`src/rtl/pe_ctrl_pkg.sv`:
```
// Shared definitions for the PE MAC sequencer: FSM state encoding and the
// phase indices that select each datapath strobe.
package pe_ctrl_pkg;

  typedef enum logic [1:0] {
    ST_IDLE = 2'd0,
    ST_RUN  = 2'd1,
    ST_DONE = 2'd2
  } pe_state_e;

  localparam logic [1:0] PH_LOAD = 2'd0;
  localparam logic [1:0] PH_MUL  = 2'd1;
  localparam logic [1:0] PH_ACC  = 2'd2;
  localparam logic [1:0] PH_WB   = 2'd3;

endpackage

```
`src/rtl/mac_phase_counter.sv`:
```
// Two-bit MAC phase counter; wraps 3->0 through natural overflow.
module mac_phase_counter (
  input  logic       clk,
  input  logic       rst,
  input  logic       en,
  input  logic       clr,
  output logic [1:0] phase
);

  always_ff @(posedge clk or posedge rst) begin
    if (rst)
      phase <= 2'd0;
    else if (clr)
      phase <= 2'd0;
    else if (en)
      phase <= phase + 2'd1;
  end

endmodule

```
`src/rtl/pe_sequencer.sv`:
```
// Sequences num_steps four-phase MAC steps (load, multiply, accumulate,
// write-back) into a PE datapath, with stall freeze and a done pulse.
//
//   state | meaning
//   IDLE  | waiting for start; num_steps latched on acceptance
//   RUN   | issuing phase strobes, addr = current step
//   DONE  | one-cycle completion pulse, then back to IDLE
module pe_sequencer
  import pe_ctrl_pkg::*;
#(
  parameter int CNT_W  = 8,
  parameter int PHASES = 4
) (
  input  logic             clk,
  input  logic             rst,
  input  logic             start,
  input  logic [CNT_W-1:0] num_steps,
  input  logic             stall,
  output logic             pe_load,
  output logic             pe_mul,
  output logic             pe_acc,
  output logic             pe_wb,
  output logic             acc_clr,
  output logic [CNT_W-1:0] addr,
  output logic             busy,
  output logic             done
);

  localparam logic [1:0] PH_LAST = 2'(PHASES - 1);

  pe_state_e        state_q, state_d;
  logic [CNT_W-1:0] cnt_q, cnt_d;
  logic [CNT_W-1:0] addr_q, addr_d;
  logic [1:0]       phase;
  logic             run;
  logic             adv;
  logic             last_step;

  assign run       = (state_q == ST_RUN);
  assign adv       = run && !stall;
  assign last_step = (addr_q == cnt_q - CNT_W'(1));

  mac_phase_counter u_phase (
    .clk   (clk),
    .rst   (rst),
    .en    (adv),
    .clr   (!run),
    .phase (phase)
  );

  always_ff @(posedge clk or posedge rst) begin
    if (rst) begin
      state_q <= ST_IDLE;
      cnt_q   <= '0;
      addr_q  <= '0;
    end else begin
      state_q <= state_d;
      cnt_q   <= cnt_d;
      addr_q  <= addr_d;
    end
  end

  always_comb begin
    state_d = state_q;
    cnt_d   = cnt_q;
    addr_d  = addr_q;
    case (state_q)
      ST_IDLE: begin
        if (start) begin
          cnt_d   = num_steps;
          addr_d  = '0;
          state_d = (num_steps == '0) ? ST_DONE : ST_RUN;
        end
      end
      ST_RUN: begin
        // The final write-back ends the run without bumping addr past num_steps-1.
        if (adv && phase == PH_LAST) begin
          if (last_step)
            state_d = ST_DONE;
          else
            addr_d = addr_q + CNT_W'(1);
        end
      end
      ST_DONE: begin
        state_d = ST_IDLE;
        addr_d  = '0;
      end
      default: state_d = ST_IDLE;
    endcase
  end

  assign pe_load = adv && (phase == PH_LOAD);
  assign pe_mul  = adv && (phase == PH_MUL);
  assign pe_acc  = adv && (phase == PH_ACC);
  assign pe_wb   = adv && (phase == PH_WB);
  assign acc_clr = adv && (phase == PH_LOAD) && (addr_q == '0);
  assign addr    = addr_q;
  assign busy    = (state_q != ST_IDLE);
  assign done    = (state_q == ST_DONE);

endmodule

```
`config.mk`:
```
export PLATFORM = sky130hd
export DESIGN_NAME = pe_sequencer
export DESIGN_NICKNAME = d
export VERILOG_FILES = /design/src/rtl/pe_ctrl_pkg.sv /design/src/rtl/mac_phase_counter.sv /design/src/rtl/pe_sequencer.sv
export SDC_FILE = /design/constraint.sdc
export NUM_CORES = 1
export LEC_CHECK = 0
export ABC_AREA = 1
export BUFFER_PORTS_ARGS = -buffer_cell sky130_fd_sc_hd__buf_2
export CORE_MARGIN = 5
export CORE_UTILIZATION = 40
export CTS_CLUSTER_DIAMETER = 100
export DETAILED_ROUTE_END_ITERATION = 8
export GPL_TIMING_DRIVEN = 0
export PLACE_DENSITY_LB_ADDON = 0.12
export SLEW_MARGIN = 10
export SYNTH_ARGS = -nofsm -noshare
export SYNTH_HDL_FRONTEND = slang
export SYNTH_SLANG_ARGS = --single-unit
```
`constraint.sdc`:
```
create_clock -name clk -period 2.23 [get_ports clk]
set_clock_uncertainty 0.2 [all_clocks]
set_input_delay 0.223 -clock clk [delete_from_list [all_inputs] [get_ports clk]]
set_output_delay 0.223 -clock clk [all_outputs]
set_load 0.02 [all_outputs]
```
======== Word-level counts from Yosys, hierarchy flattened ========
Index checks and enable logic that the tools add are counted.
operators by class
  $add $sub $neg .......................... 3
  $mul .................................... 0
  div/mod/pow operators ................... 0
  $lt $le $gt $ge ......................... 0
  equality and inequality tests ........... 11
  shifts and indexed selects .............. 0
  multiplexer cells ....................... 11
  bitwise gates (word level) .............. 0
  reduce and logical (&&, ||, !) cells .... 16
operator list
  kind                 number
  $mux 8               3
  $pmux 8 s3           1
  $logic_not 8->1      2
  $mux 2               6
  $add 8x1->8 const B  1
  $eq 8x8->1           1
  $sub 8x1->8 const B  1
  $eq 2x2->1 const B   3
  $logic_and 1x1->1    6
  $ne 2x2->1 const B   3
  $eq 2x1->1 const B   2
  $logic_not 2->1      2
  $ne 2x1->1 const B   2
  $pmux 2 s2           1
  $reduce_and 4->1     1
  $reduce_and 3->1     1
  $reduce_bool 3->1    1
  $add 2x1->2 const B  1
  $reduce_and 2->1     1
  $reduce_bool 2->1    1
  $logic_not 1->1      1
storage, ports and cells
  bits in registers ....................... 20
  bits in latches ......................... 0
  bits in writable memories ............... 0
  bits in read-only memories .............. 0
  bits of input ports ..................... 12
  output and inout port bits .............. 15
  logic and storage cells ................. 45
  memories kept ........................... 0

======== Depth between registers and ports, before layout ========
  depth in word-level cells ............... 5
  depth in mapped cells ................... 11
  mapped depth without buffers ............ 11

======== Cells and area by module ========
A second synthesis with hierarchy kept.
second synthesis, totals
  cell total of the unflattened synthesis .. 212
  area, all modules ....................... 1421.4 sq um
by module, submodules not included
  module             instances  cells each  area an instance (sq um)
  pe_sequencer       1          200         1331.3
  mac_phase_counter  1          12          90.1

======== Worst setup path before layout ========
OpenSTA, ideal clock, no wires.
  path type ............................... register to register
  start ................................... register cnt_q[0]
  end ..................................... register addr_q[0] (netlist: addr[0])
  library setup time ...................... 0.066 ns
  arrival time ............................ 1.586 ns
  setup slack ............................. 0.378 ns
  stages on the path, launching flop included .. 11
  path buffers ............................ 0
  cell sequence ........................... dfrtp_1 inv_2 ha_1 xnor2_1 nor2_1 nand3_2 nor2_4 nand4_4 nand3_4 nand2_1 nand2_1
on the way
  word-level cells in the longest chain between the ends .. 4
RTL lines
  element                            RTL line            RTL
  from (decl)                        pe_sequencer.sv:32  logic [CNT_W-1:0] cnt_q, cnt_d;
  from (signal assigned)             pe_sequencer.sv:58  cnt_q <= cnt_d;
  $sub 8x1->8                        pe_sequencer.sv:41  assign last_step = (addr_q == cnt_q - CNT_W'(1));
  $eq 8x8->1                         pe_sequencer.sv:41
  $ne 2x2->1 (no source line)        --
  $reduce_and 4->1 (no source line)  --
  to (signal assigned)               pe_sequencer.sv:59  addr_q <= addr_d;
  to (decl)                          pe_sequencer.sv:33  logic [CNT_W-1:0] addr_q, addr_d;
No other way between the ends.
A chain may end at the register's enable or synchronous reset.

======== Worst setup path in the final report ========
  start ................................... register cnt_q[0]
  end ..................................... register addr_q[6] (netlist: addr[6])
The elaborated chain is that of the path after synthesis.

==> results.yml <==
run_status:
  outcome: "finished, final reports clean"
grt:
  grt_start_max_net_pins: 21
  grt_pass1_vias: 1414
  grt_overflow: 0
  grt_usage_pct: 15.9
  grt_pass1_wl_mm: 6.47
  antenna_found_initial: 0
synthesis:
  synthArstFlopShare_pct: 100
  ys_warn_count: 0
  synthCells: 200
  synth.distinct_cells: 29
  synth_top_area_cell: "dfrtp_1"
  synthTopCellsByArea: "dfrtp_1 (35%), nand2_1 (12%), nor2_1 (7.3%), inv_1 (6.7%), ha_1 (6.1%)"
  synth.top_cell.area_share_pct: 34.6
  synth_top_flop_cell: "dfrtp_1"
  synth_common_cells: "nand2_1 (48), nor2_1 (28), inv_1 (26)"
  syn_area_um2: 1450
  synth_fp_nets: 219
  synth.avg_cell_area_um2: 7.24
  synth_seq_area_share_pct: 34.6
  synth_most_common_cell: "nand2_1"
  synth_seq_cells: 20
  synth_edf_count: 0
final_layout:
  nNetsFinal: 261
  fill_cells: 343
  drive_above_1_share_pct: 20.7
  areaGrowthSynthToFinish_pct: 24.2
  diodes: 0
  instances_no_fill: 287
cts:
  cts_resized: 0
  cts_setup_buffers: 0
  h-tree-depth: 1
  clock_latency_ps: 310
  root_buffer: "clkbuf_4"
  clk_pin_slew_ps: 130
  cts_buffer_depth: 2
  ctsHoldBuffers: 11
  cts_buffers: 3
  clock_sinks: 20
  cts_tree: "yes"
critical_path:
  critPathMaxFanout: 9
  crit_slowest_cell: "dfrtp_1"
  required_ps: 2290
  endpoint_kind: "register"
  critPathMaxStageDelay_ps: 440
  r2r.worst_path.cells: 10
  cp_cell_sequence: "inv_2, ha_1, xnor2_1, nor2_1, nand3_2, nor2_4, nand4_4, nand3_4, nand2_1, nand2_1"
  reg2reg_to: "addr[6]$_DFFE_PP0P_"
  critPathLaunchType: "register"
  critPathKind: "register to register"
  r2r_start: "cnt_q[0]$_DFFE_PP0P_"
  cp_common_cell: "nand2_1"
  cp.arrival_ps: 2070
  r2r_setup_slack_ps: 220
sta:
  max_slew_margin_pct: 48.9
  tns_ps: 0
  fmax_ghz: 0.497
  rsz0062_at_grt: "false"
  min_period_ps: 2010
  setup_viol: 0
  final-hold-violation-count: 0
  tightestPinTransition_ps: 765
  post-route-period-util_pct: 90.2
  slew_violations: 0
floorplan:
  fp.dieH_um: 70.2
  rows: 21
  die_area_um2: 4920
  num_io_pins: 27
  start_util_pct: 42.4
  die_w_um: 70.2
  core_area_um2: 3420
power_and_ir_drop:
  p_per_area_nw_per_um2: 873
  ir_worst_vdd_mv: 0.581
  p_leak_nw: 0.940
  power_w: 0.00157
detailed_routing:
  viasPerCell: 4.82
  dr.pass1.iters: 4
  drc: 0
  drtIter0Drc: 46
  wire_per_inst_um: 11.8
  ant_nets: 0
  vias: 1383
  routed_wirelength_mm: 3.40
min_path:
  min_to: "state_q[1]$_DFFE_PP0P_"
  hold_class: "register to register"
  min_from: "state_q[1]$_DFFE_PP0P_"
  hold_depth: 1
place:
  dpl.hpwl_mm: 2.62
  gp_congestion: 0.819
  port_buffers: 26
  dpl.cell_count: 272
run:
  maxCapViolCount: 0
[stage by stage]
step / setup WS (ps) / util [%] / cell area, um^2 / hold slack (ps)
global route: 30.5 / 52.6 / 1800 / 346
CTS: 200 / 52.6 / 1800 / 320
floorplan: 378 / - / 1450 / -13.2
global placement: 213 / 47.9 / 1640 / 214
finish: 219 / 52.6 / 1800 / 316
detailed placement: 223 / 47.9 / 1640 / 212
[registers in the layout, summed over array words and instances (netlist names)]
| signal | count |
|---|---|
| addr | 8 |
| u_phase.phase | 2 |
| state_q | 2 |
| cnt_q | 8 |
[area by class of cell]
cell class	count	area (um^2)	area share (%)
Multi-Input combinational cell	147	818	45.5
Sequential cell	20	500	27.8
Timing Repair Buffer	37	240	13.4
Inverter	30	115	6.40
Tap cell	46	57.6	3.20
Clock inverter	1	30.0	1.67
Clock buffer	3	22.5	1.25
Buffer	3	13.8	0.765
[report_power, final]
part | total, W | switching (W) | internal (W)
combinational | 0.000691 | 0.000416 | 0.000275
sequential | 0.000577 | 0.000126 | 0.000451
clock | 0.000302 | 0.000121 | 0.000182
total | 0.00157 | 0.000662 | 0.000908
[worst max-delay path, delay by kind of cell (launching register included)]
family,cells,cell delay [ps]
buf+inv,1,70
xor+xnor,1,130
fa+ha+maj,1,310
flops,1,440
simple gates,7,800
[cell families after synthesis]
logic type                 count (synthesis)  synth area share (%)
buffers and inverters                     33                  8.90
xor gates and xnor gates                   8                  4.84
muxes                                      1                 0.778
AOI/OAI and AO/OA                         15                  5.62
adders and majority gates                  7                  6.05
and+or+nand+nor                          116                  39.2
DFF                                       20                  34.6
[worst max-delay path by stage]
| stage | slack [ps] | to | startpoint | cells past startpoint |
|---|---|---|---|---|
| 2_1_floorplan | 380 | addr[0]$_DFFE_PP0P_ | cnt_q[0]$_DFFE_PP0P_ | 10 |
| 3_3_place_gp | 210 | addr[1]$_DFFE_PP0P_ | cnt_q[0]$_DFFE_PP0P_ | 11 |
| 3_5_place_dp | 220 | addr[6]$_DFFE_PP0P_ | cnt_q[0]$_DFFE_PP0P_ | 11 |
| 4_1_cts | 200 | addr[6]$_DFFE_PP0P_ | cnt_q[0]$_DFFE_PP0P_ | 11 |
| 5_1_grt | 30 | addr[2]$_DFFE_PP0P_ | cnt_q[0]$_DFFE_PP0P_ | 11 |
| 6_report | 220 | addr[6]$_DFFE_PP0P_ | cnt_q[0]$_DFFE_PP0P_ | 10 |
[per-layer routing]
metal / global-route usage (%) / wire [um]
met4: 2.55 / 18
met2: 27.3 / 1620
met1: 20.6 / 1610
met5: 0 / 0
met3: 3.87 / 149
[cells in the final DEF (no fill, tap or decap), types with 2 or more instances in the layout]
cell,instances
o21ai_0,4
inv_2,3
inv_1,26
ha_1,7
xor2_1,5
nor2_1,28
buf_2,28
nor3_1,2
dlygate4sd3_1,11
nand2_1,48
nor4_1,2
nor3b_1,2
nand2_2,5
nor2_2,2
dfrtp_1,20
nand4_1,11
clkbuf_4,3
a21oi_1,7
nand3_1,10
nor2_4,3
xnor2_1,3
(Power assumes the default switching activity.)
